[src/rtl/dmem_bank_sized.sv]
// Clocked byte-addressed data memory with byte/half/word access, load extension,
// a configurable wait-state sequencer and a single-cycle ready/fault response.
module dmem_bank_sized #(
  parameter int DEPTH       = 128,
  parameter int WAIT_STATES = 1,
  parameter int ADDR_W      = 32
) (
  input  logic              clk,
  input  logic              rst,
  input  logic              memread,
  input  logic              memwrite,
  input  logic [1:0]        size,
  input  logic              unsigned_ld,
  input  logic [ADDR_W-1:0] address,
  input  logic [31:0]       writedata,
  output logic [31:0]       readdata,
  output logic              ready,
  output logic              fault
);

  localparam int         IDX_W = $clog2(DEPTH);
  localparam logic [3:0] WS_C  = 4'(WAIT_STATES);

  typedef enum logic [1:0] {
    S_IDLE = 2'd0,
    S_WAIT = 2'd1,
    S_RESP = 2'd2
  } state_e;

  // Rejects out-of-range addresses, the reserved size and misaligned accesses.
  function automatic logic req_fault(input logic [ADDR_W-1:0] a, input logic [1:0] sz);
    logic bad;
    bad = ((a >> (IDX_W + 2)) != '0);
    case (sz)
      2'b00:   bad = bad;
      2'b01:   bad = bad | a[0];
      2'b10:   bad = bad | (a[1:0] != 2'b00);
      default: bad = 1'b1;
    endcase
    return bad;
  endfunction

  function automatic logic [31:0] load_extend(input logic [31:0] word, input logic [1:0] lane,
                                              input logic [1:0] sz, input logic uns);
    logic [7:0]  b;
    logic [15:0] h;
    logic [31:0] r;
    b = word[{lane, 3'b000} +: 8];
    h = lane[1] ? word[31:16] : word[15:0];
    case (sz)
      2'b00:   r = {{24{b[7] & ~uns}}, b};
      2'b01:   r = {{16{h[15] & ~uns}}, h};
      2'b10:   r = word;
      default: r = 32'h0000_0000;
    endcase
    return r;
  endfunction

  state_e            state_q, state_d;
  logic [3:0]        cnt_q, cnt_d;
  logic [ADDR_W-1:0] addr_q, addr_d;
  logic [1:0]        size_q, size_d;
  logic              uns_q, uns_d;
  logic              wr_q, wr_d;
  logic [31:0]       wdata_q, wdata_d;
  logic [31:0]       readdata_q, readdata_d;
  logic              ready_q, ready_d;
  logic              fault_q, fault_d;

  logic [31:0]       mem_q [DEPTH];

  logic [IDX_W-1:0]  idx_s;
  logic [1:0]        lane_s;
  logic              fault_chk_s;
  logic              commit_s;
  logic              acc_ok_s;
  logic              we_s;
  logic [3:0]        be_s;
  logic [31:0]       wlane_s;
  logic [31:0]       word_s;

  assign idx_s       = addr_q[IDX_W+1:2];
  assign lane_s      = addr_q[1:0];
  assign fault_chk_s = req_fault(addr_q, size_q);
  assign commit_s    = (state_q == S_WAIT) && (cnt_q == 4'd0);
  assign acc_ok_s    = commit_s && !fault_chk_s;
  assign we_s        = acc_ok_s && wr_q && !rst;
  assign word_s      = mem_q[idx_s];

  // Lane steering of right-justified store data plus per-lane byte enables.
  always_comb begin
    be_s    = 4'b0000;
    wlane_s = wdata_q;
    case (size_q)
      2'b00: begin
        be_s    = 4'b0001 << lane_s;
        wlane_s = {4{wdata_q[7:0]}};
      end
      2'b01: begin
        be_s    = lane_s[1] ? 4'b1100 : 4'b0011;
        wlane_s = {2{wdata_q[15:0]}};
      end
      2'b10: begin
        be_s    = 4'b1111;
        wlane_s = wdata_q;
      end
      default: begin
        be_s    = 4'b0000;
        wlane_s = wdata_q;
      end
    endcase
  end

  // Array write port; contents survive reset by design.
  always_ff @(posedge clk) begin
    if (we_s) begin
      for (int b = 0; b < 4; b++) begin
        if (be_s[b]) begin
          mem_q[idx_s][8*b +: 8] <= wlane_s[8*b +: 8];
        end
      end
    end
  end

  // Sequencer next state, request capture and response generation.
  always_comb begin
    state_d    = state_q;
    cnt_d      = cnt_q;
    addr_d     = addr_q;
    size_d     = size_q;
    uns_d      = uns_q;
    wr_d       = wr_q;
    wdata_d    = wdata_q;
    fault_d    = 1'b0;
    readdata_d = readdata_q;
    case (state_q)
      S_IDLE: begin
        if (memread ^ memwrite) begin
          addr_d  = address;
          size_d  = size;
          uns_d   = unsigned_ld;
          wr_d    = memwrite;
          wdata_d = writedata;
          cnt_d   = WS_C;
          state_d = S_WAIT;
        end else if (memread & memwrite) begin
          fault_d = 1'b1;
          state_d = S_RESP;
        end else begin
          state_d = S_IDLE;
        end
      end
      S_WAIT: begin
        if (cnt_q != 4'd0) begin
          cnt_d = cnt_q - 4'd1;
        end else begin
          fault_d = fault_chk_s;
          state_d = S_RESP;
        end
      end
      S_RESP: begin
        state_d = S_IDLE;
      end
      default: begin
        state_d = S_IDLE;
      end
    endcase
    if (acc_ok_s && !wr_q) begin
      readdata_d = load_extend(word_s, lane_s, size_q, uns_q);
    end else begin
      readdata_d = readdata_q;
    end
    ready_d = (state_d == S_RESP);
  end

  // State and output registers; reset drops any request in flight.
  always_ff @(posedge clk) begin
    if (rst) begin
      state_q    <= S_IDLE;
      cnt_q      <= 4'd0;
      addr_q     <= '0;
      size_q     <= 2'b00;
      uns_q      <= 1'b0;
      wr_q       <= 1'b0;
      wdata_q    <= 32'h0000_0000;
      readdata_q <= 32'h0000_0000;
      ready_q    <= 1'b0;
      fault_q    <= 1'b0;
    end else begin
      state_q    <= state_d;
      cnt_q      <= cnt_d;
      addr_q     <= addr_d;
      size_q     <= size_d;
      uns_q      <= uns_d;
      wr_q       <= wr_d;
      wdata_q    <= wdata_d;
      readdata_q <= readdata_d;
      ready_q    <= ready_d;
      fault_q    <= fault_d;
    end
  end

  assign readdata = readdata_q;
  assign ready    = ready_q;
  assign fault    = fault_q;

endmodule
[config.mk]
export PLATFORM = sky130hd
export DESIGN_NAME = dmem_bank_sized
export DESIGN_NICKNAME = d
export VERILOG_FILES = /design/src/rtl/dmem_bank_sized.sv
export SDC_FILE = /design/constraint.sdc
export NUM_CORES = 2
export LEC_CHECK = 0
export BUFFER_PORTS_ARGS = -buffer_cell sky130_fd_sc_hd__buf_2
export CAP_MARGIN = 40
export CELL_PAD_IN_SITES_DETAIL_PLACEMENT = 1
export CELL_PAD_IN_SITES_GLOBAL_PLACEMENT = 1
export CORE_UTILIZATION = 31
export CTS_CLUSTER_DIAMETER = 80
export CTS_CLUSTER_SIZE = 24
export DETAILED_ROUTE_END_ITERATION = 10
export GPL_TIMING_DRIVEN = 0
export HOLD_SLACK_MARGIN = 0.15
export PLACE_DENSITY = 0.57
export REMOVE_ABC_BUFFERS = 1
export SYNTH_ARGS = -nofsm -noshare
export SYNTH_HDL_FRONTEND = slang
export SYNTH_SLANG_ARGS = --single-unit
[constraint.sdc]
create_clock -name clk -period 4.7 [get_ports clk]
set_input_delay 0.47 -clock clk [delete_from_list [all_inputs] [get_ports clk]]
set_output_delay 0.47 -clock clk [all_outputs]
set_load 0.01 [all_outputs]
After elaboration in Yosys (flattened, before gate mapping)
Memory sizes are Yosys's and may differ from the RTL's. A register that Yosys moved wholly into a read port is not among the register bits.
Index checks and enable logic that the tools add are counted.
{ "classes": {"reduce_logical": 17, "bitwise": 7, "shifts": 2, "addsub": 1, "eq_ne": 6, "mux": 31} }
{ "ops": {"columns": ["op", "n"], "rows": [
  ["32-bit case mux with 3 select lines", 1],
  ["32-bit case mux with 2 select lines", 1],
  ["32-bit nonzero test", 1],
  ["32-bit by 6-bit indexed part select with 8-bit output", 1],
  ["16-bit 2-to-1 mux", 1],
  ["1-bit 2-to-1 mux", 15],
  ["7-bit 2-to-1 mux", 2],
  ["4-bit 2-to-1 mux", 3],
  ["4-bit case mux with 3 select lines", 1],
  ["4-bit case mux with 2 select lines", 1],
  ["2-bit 2-to-1 mux", 3],
  ["1-bit logical AND", 5],
  ["2-bit by 1-bit == test with 1-bit output (second input constant)", 2],
  ["2-bit == test (second input constant)", 2],
  ["2-bit logical NOT", 2],
  ["4-bit logical NOT", 1],
  ["2-bit case mux with 2 select lines", 1],
  ["2-bit nonzero test", 2],
  ["4-bit nonzero test", 1],
  ["1-bit by 2-bit left shift with 4-bit output (first input constant)", 1],
  ["4-bit by 1-bit subtractor with 4-bit output (second input constant)", 1],
  ["1-bit bitwise AND", 3],
  ["1-bit logical NOT", 3],
  ["1-bit case mux with 3 select lines", 1],
  ["8 further kinds", 9]
]} }
{ "word_totals": {"reg_bits": 108, "input_bits": 71, "mem_bits_rw": 4096, "output_inout_bits": 34, "n_memories": 1, "elab_cells": 75} }
{ "memory_table": {"columns": ["name", "depth", "word_bits", "rd", "rd_ports_with_merged_regs", "write_ports", "line", "rtl"], "rows": [
  ["mem_q", 128, 32, 1, 1, 1, "70", "logic [31:0] mem_q [DEPTH];"]
]} }

Longest topological paths before layout
{ "depth": {"ltp_word": 9, "ltp_mapped": 17, "mapped_depth_nobuf": 9} }

Worst setup path before layout
No wires, ideal clock.
{ "synth_timing": {"path_kind": "register to register", "startpoint": "reg wdata_q[2]", "endpoint": "mem mem_q[0][10], data pin", "path_buffers": 0, "arrival_time_ns": 3.817, "period_less_slack_ns": 4.349, "required_time_ns": 4.168, "setup_time_ns": 0.532, "stages_incl_launch_ff": 2, "setup_slack_ns": 0.351, "path_cell_list": "dfxtp_1 > a22o_1"} }
{ "synth_between": {"elab_chain_cells": 1} }
{ "synth_rtl": {"columns": ["element", "line", "rtl"], "rows": [
  ["start: declaration", "65", "logic [31:0] wdata_q, wdata_d;"],
  ["start signal: assignment", "196", "wdata_q <= wdata_d;"],
  ["32-bit case mux with 2 select lines", "94", "case (size_q)"],
  ["via wlane_s[10]", "79", "logic [31:0] wlane_s;"],
  ["end: declaration", "70", null]
]} }
The timed path passes the listed nets, and every way through them passes these cells.

==> out/qor.yml <==
peakVddDrop_uv: 290
dr.pass1.iters: 6
worstSetupPathType: "flop to flop"
synth_cells: 8094
crit_family: "buffers and inverters"
avgViaCountPerCell: 5.45
netlist_area_um2: 164000
hold_path_startpoint: "writedata[19]"
coreArea_um2: 526000
violations: "negative setup slack"
regArea_um2: 125000
multiInputGateArea_um2: 37500
critPathRequiredTime_ps: 5580
top_layer: "met5"
cts_tree: "done"
drv_slew: 0
wl_per_cell_um: 34.6
wl_met3_um: 46200
worst_slew_pin_slew_ps: 1000
yosysTopAreaCell: "edfxtp_1"
track_usage: 0.200
nNetsFinal: 8847
drv_cap: 0
root_buffer: "clkbuf_16"
antenna_left: 0
seq_area_frac_synth: 0.763
netlist.area_leader.share: 0.749
rsz0062_at_grt: "yes"
dpl.hpwl_um: 374000
layout-drive-gt1-share: 0.256
die_h_um: 730
routedLengthMet1_um: 223000
end_kind: "flop"
period_needed_ps: 4880
htree_levels: 4
cpPeakStageDelay_ps: 730
critPathSlowestCell: "dfxtp_4"
status: "finished with violations"
final_cells: 15900
drc_errors: 0
placed_cells: 15200
setup_ws_ps: -179
overflow: 0
synth_edf_count: 4096
min_path_cells: 4
max-clock-path-buffers: 4
areaGrowthSynthToFinish_pct: 16.2
grt_pass1_vias: 87800
postSynth.asyncResetShare: 0
startpoint_type: "flop"
placed_area_um2: 180000
vias: 86700
ys_top_cells_by_count: "edfxtp_1, mux4_2, nor2_1"
hold_viol_final: 0
path_buf_inv: 6
port-buffer-count: 104
power.leakage_nw: 60.7
skew_ps: 82.9
grt_pass1_wl_um: 742000
powerDensity_nw_per_um2: 379
final_cell_area_um2: 191000
place_ws_ps: -1870
yosys_warnings: 0
cts_sinks: 4211
worstPathArrival_ps: 5760
cp_max_fo: 31
dieArea_um2: 533000
detail_route.iter0.violations: 11700
antenna_found_initial: 57
fillers: 51100
yosys_most_used_dff: "edfxtp_1"
drt_wl_total_um: 550000
die_width_um: 730
hp-class: "primary input to flop"
fin_hold_ws_ps: 314
syn_avg_cell_area_um2: 20.3
setup_viol: 9
r2r_slack_ps: -180
whs_endpoint: "wdata_q[19]$_SDFFE_PP0P_"
timing.fmax_ghz: 0.205
start_util: 0.312
r2r-end: "readdata[3]$_SDFFE_PP0P_"
ys_ff_latch: 4211
wl_met2_um: 253000
slew_headroom: 0.329
min_period_over_period: 1.04
insertion_delay_ps: 1000
grt_max_degree: 96
synth_area_leaders: "edfxtp_1, mux4_2, mux2i_1"
cts_made_buffers: 210
crit_chain: "buf_16 > inv_1 > buf_16 > nor3_4 > buf_4 > buf_6 > a22oi_2 > nand2_1 > a21oi_2 > buf_6 > nor2_1 > a311oi_2 > a311oi_1"
clk_pin_slew_ps: 100
ioPinCount: 105
worst_r2r_path_depth: 13
synth.most_common_cell: "edfxtp_1"
rows: 266
synth_cell_types: 66
place_congestion: 0.833
## repair_timing
item / in CTS / in global routing
resized for setup: 97 / 30
pin swaps: 24 / 15
hold buffers: 121 / 0
hold endpoints to repair: 83 / 0
buffers inserted: 53 / 7
endpoints found under the setup margin: 360 / 30
cloned: 38 / 14
## worst max-delay path by stage
stage,from,to,slack [ps],cells past startpoint
floorplan,flop,readdata[24]$_SDFFE_PP0P_,-50350,9
global placement,flop,readdata[1]$_SDFFE_PP0P_,-132310,8
detailed placement,flop,readdata[5]$_SDFFE_PP0P_,-1870,16
CTS,flop,readdata[6]$_SDFFE_PP0P_,-50,16
global route,flop,readdata[5]$_SDFFE_PP0P_,-30,13
finish,flop,readdata[3]$_SDFFE_PP0P_,-180,13
## per-layer routing
metal	GRT usage	vias up
met5	0.00363	-
met2	0.317	3716
met3	0.0445	753
li1	-	34500
met4	0.0799	20
met1	0.268	47600
## cell type report
| class | count | share of cell area |
|---|---|---|
| inverter | 13 | 0.000354 |
| antenna | 39 | 0.000511 |
| clock inverter | 50 | 0.00316 |
| sequential | 4211 | 0.657 |
| timing repair buffer | 953 | 0.0675 |
| clock buffer | 289 | 0.0299 |
| tap | 6968 | 0.0457 |
| multi-input combinational | 3380 | 0.196 |
## logic make-up (layout without fill, tap and decap cells)
logic type,Yosys count,in the layout,share of synthesized area
muxes,1369,1369,0.157
adders and majority gates,7,7,0.000533
AOI/OAI and AO/OA,713,713,0.0309
xor gates and xnor gates,2,2,0.000107
other,0,39,0
buffers and inverters,503,1305,0.0156
DFF,4211,4211,0.763
and+or+nand+nor,1289,1289,0.0334
## tightest hold or removal path, delay by kind of cell
family / cells / cell delay [ps]
buffers and inverters: 2 / 670
AND/OR/NAND/NOR: 1 / 50
AO/OA/AOI/OAI: 1 / 50
## per-stage QoR
| stage | power (mW) | utilization | TNS, ps |
|---|---|---|---|
| 6_report | 72.4 | 0.363 | -441 |
| 5_1_grt | 74.0 | 0.363 | -82.6 |
| 4_1_cts | 72.5 | 0.361 | -49.5 |
| 3_5_place_dp | 51.0 | 0.342 | -79720 |
| 3_3_place_gp | 53.6 | 0.325 | - |
| 2_1_floorplan | 51.4 | - | - |
## registers in the layout, indices dropped and copies added, names as in the netlist, named ones only
| signal | count |
|---|---|
| wdata_q | 32 |
| readdata | 32 |
| mem_q | 4096 |
| uns_q | 1 |
| size_q | 2 |
| cnt_q | 4 |
| state_q | 2 |
| wr_q | 1 |
| ready | 1 |
| addr_q | 32 |
| fault | 1 |
## cells in the final DEF, fill, tap and decap left out, types with 114 or more instances in the layout
cell type and instances:
buf_16 174, edfxtp_1 4096, a22oi_1 171, nand2_1 394, clkbuf_16 231, dlygate4sd3_1 121, buf_4 361, buf_2 114
a21oi_1 127, mux4_2 956, nor2_1 589, mux2i_1 361
## power by group
part	leakage [nW]	total, mW	switching (mW)	internal [mW]
Sequential	41.0	42.2	0.276	42.0
Clock	3.06	21.3	12.3	8.99
Combinational	16.6	8.81	5.51	3.31
Total	60.7	72.4	18.1	54.3
No activity file was read; power rests on OpenSTA's default activity.
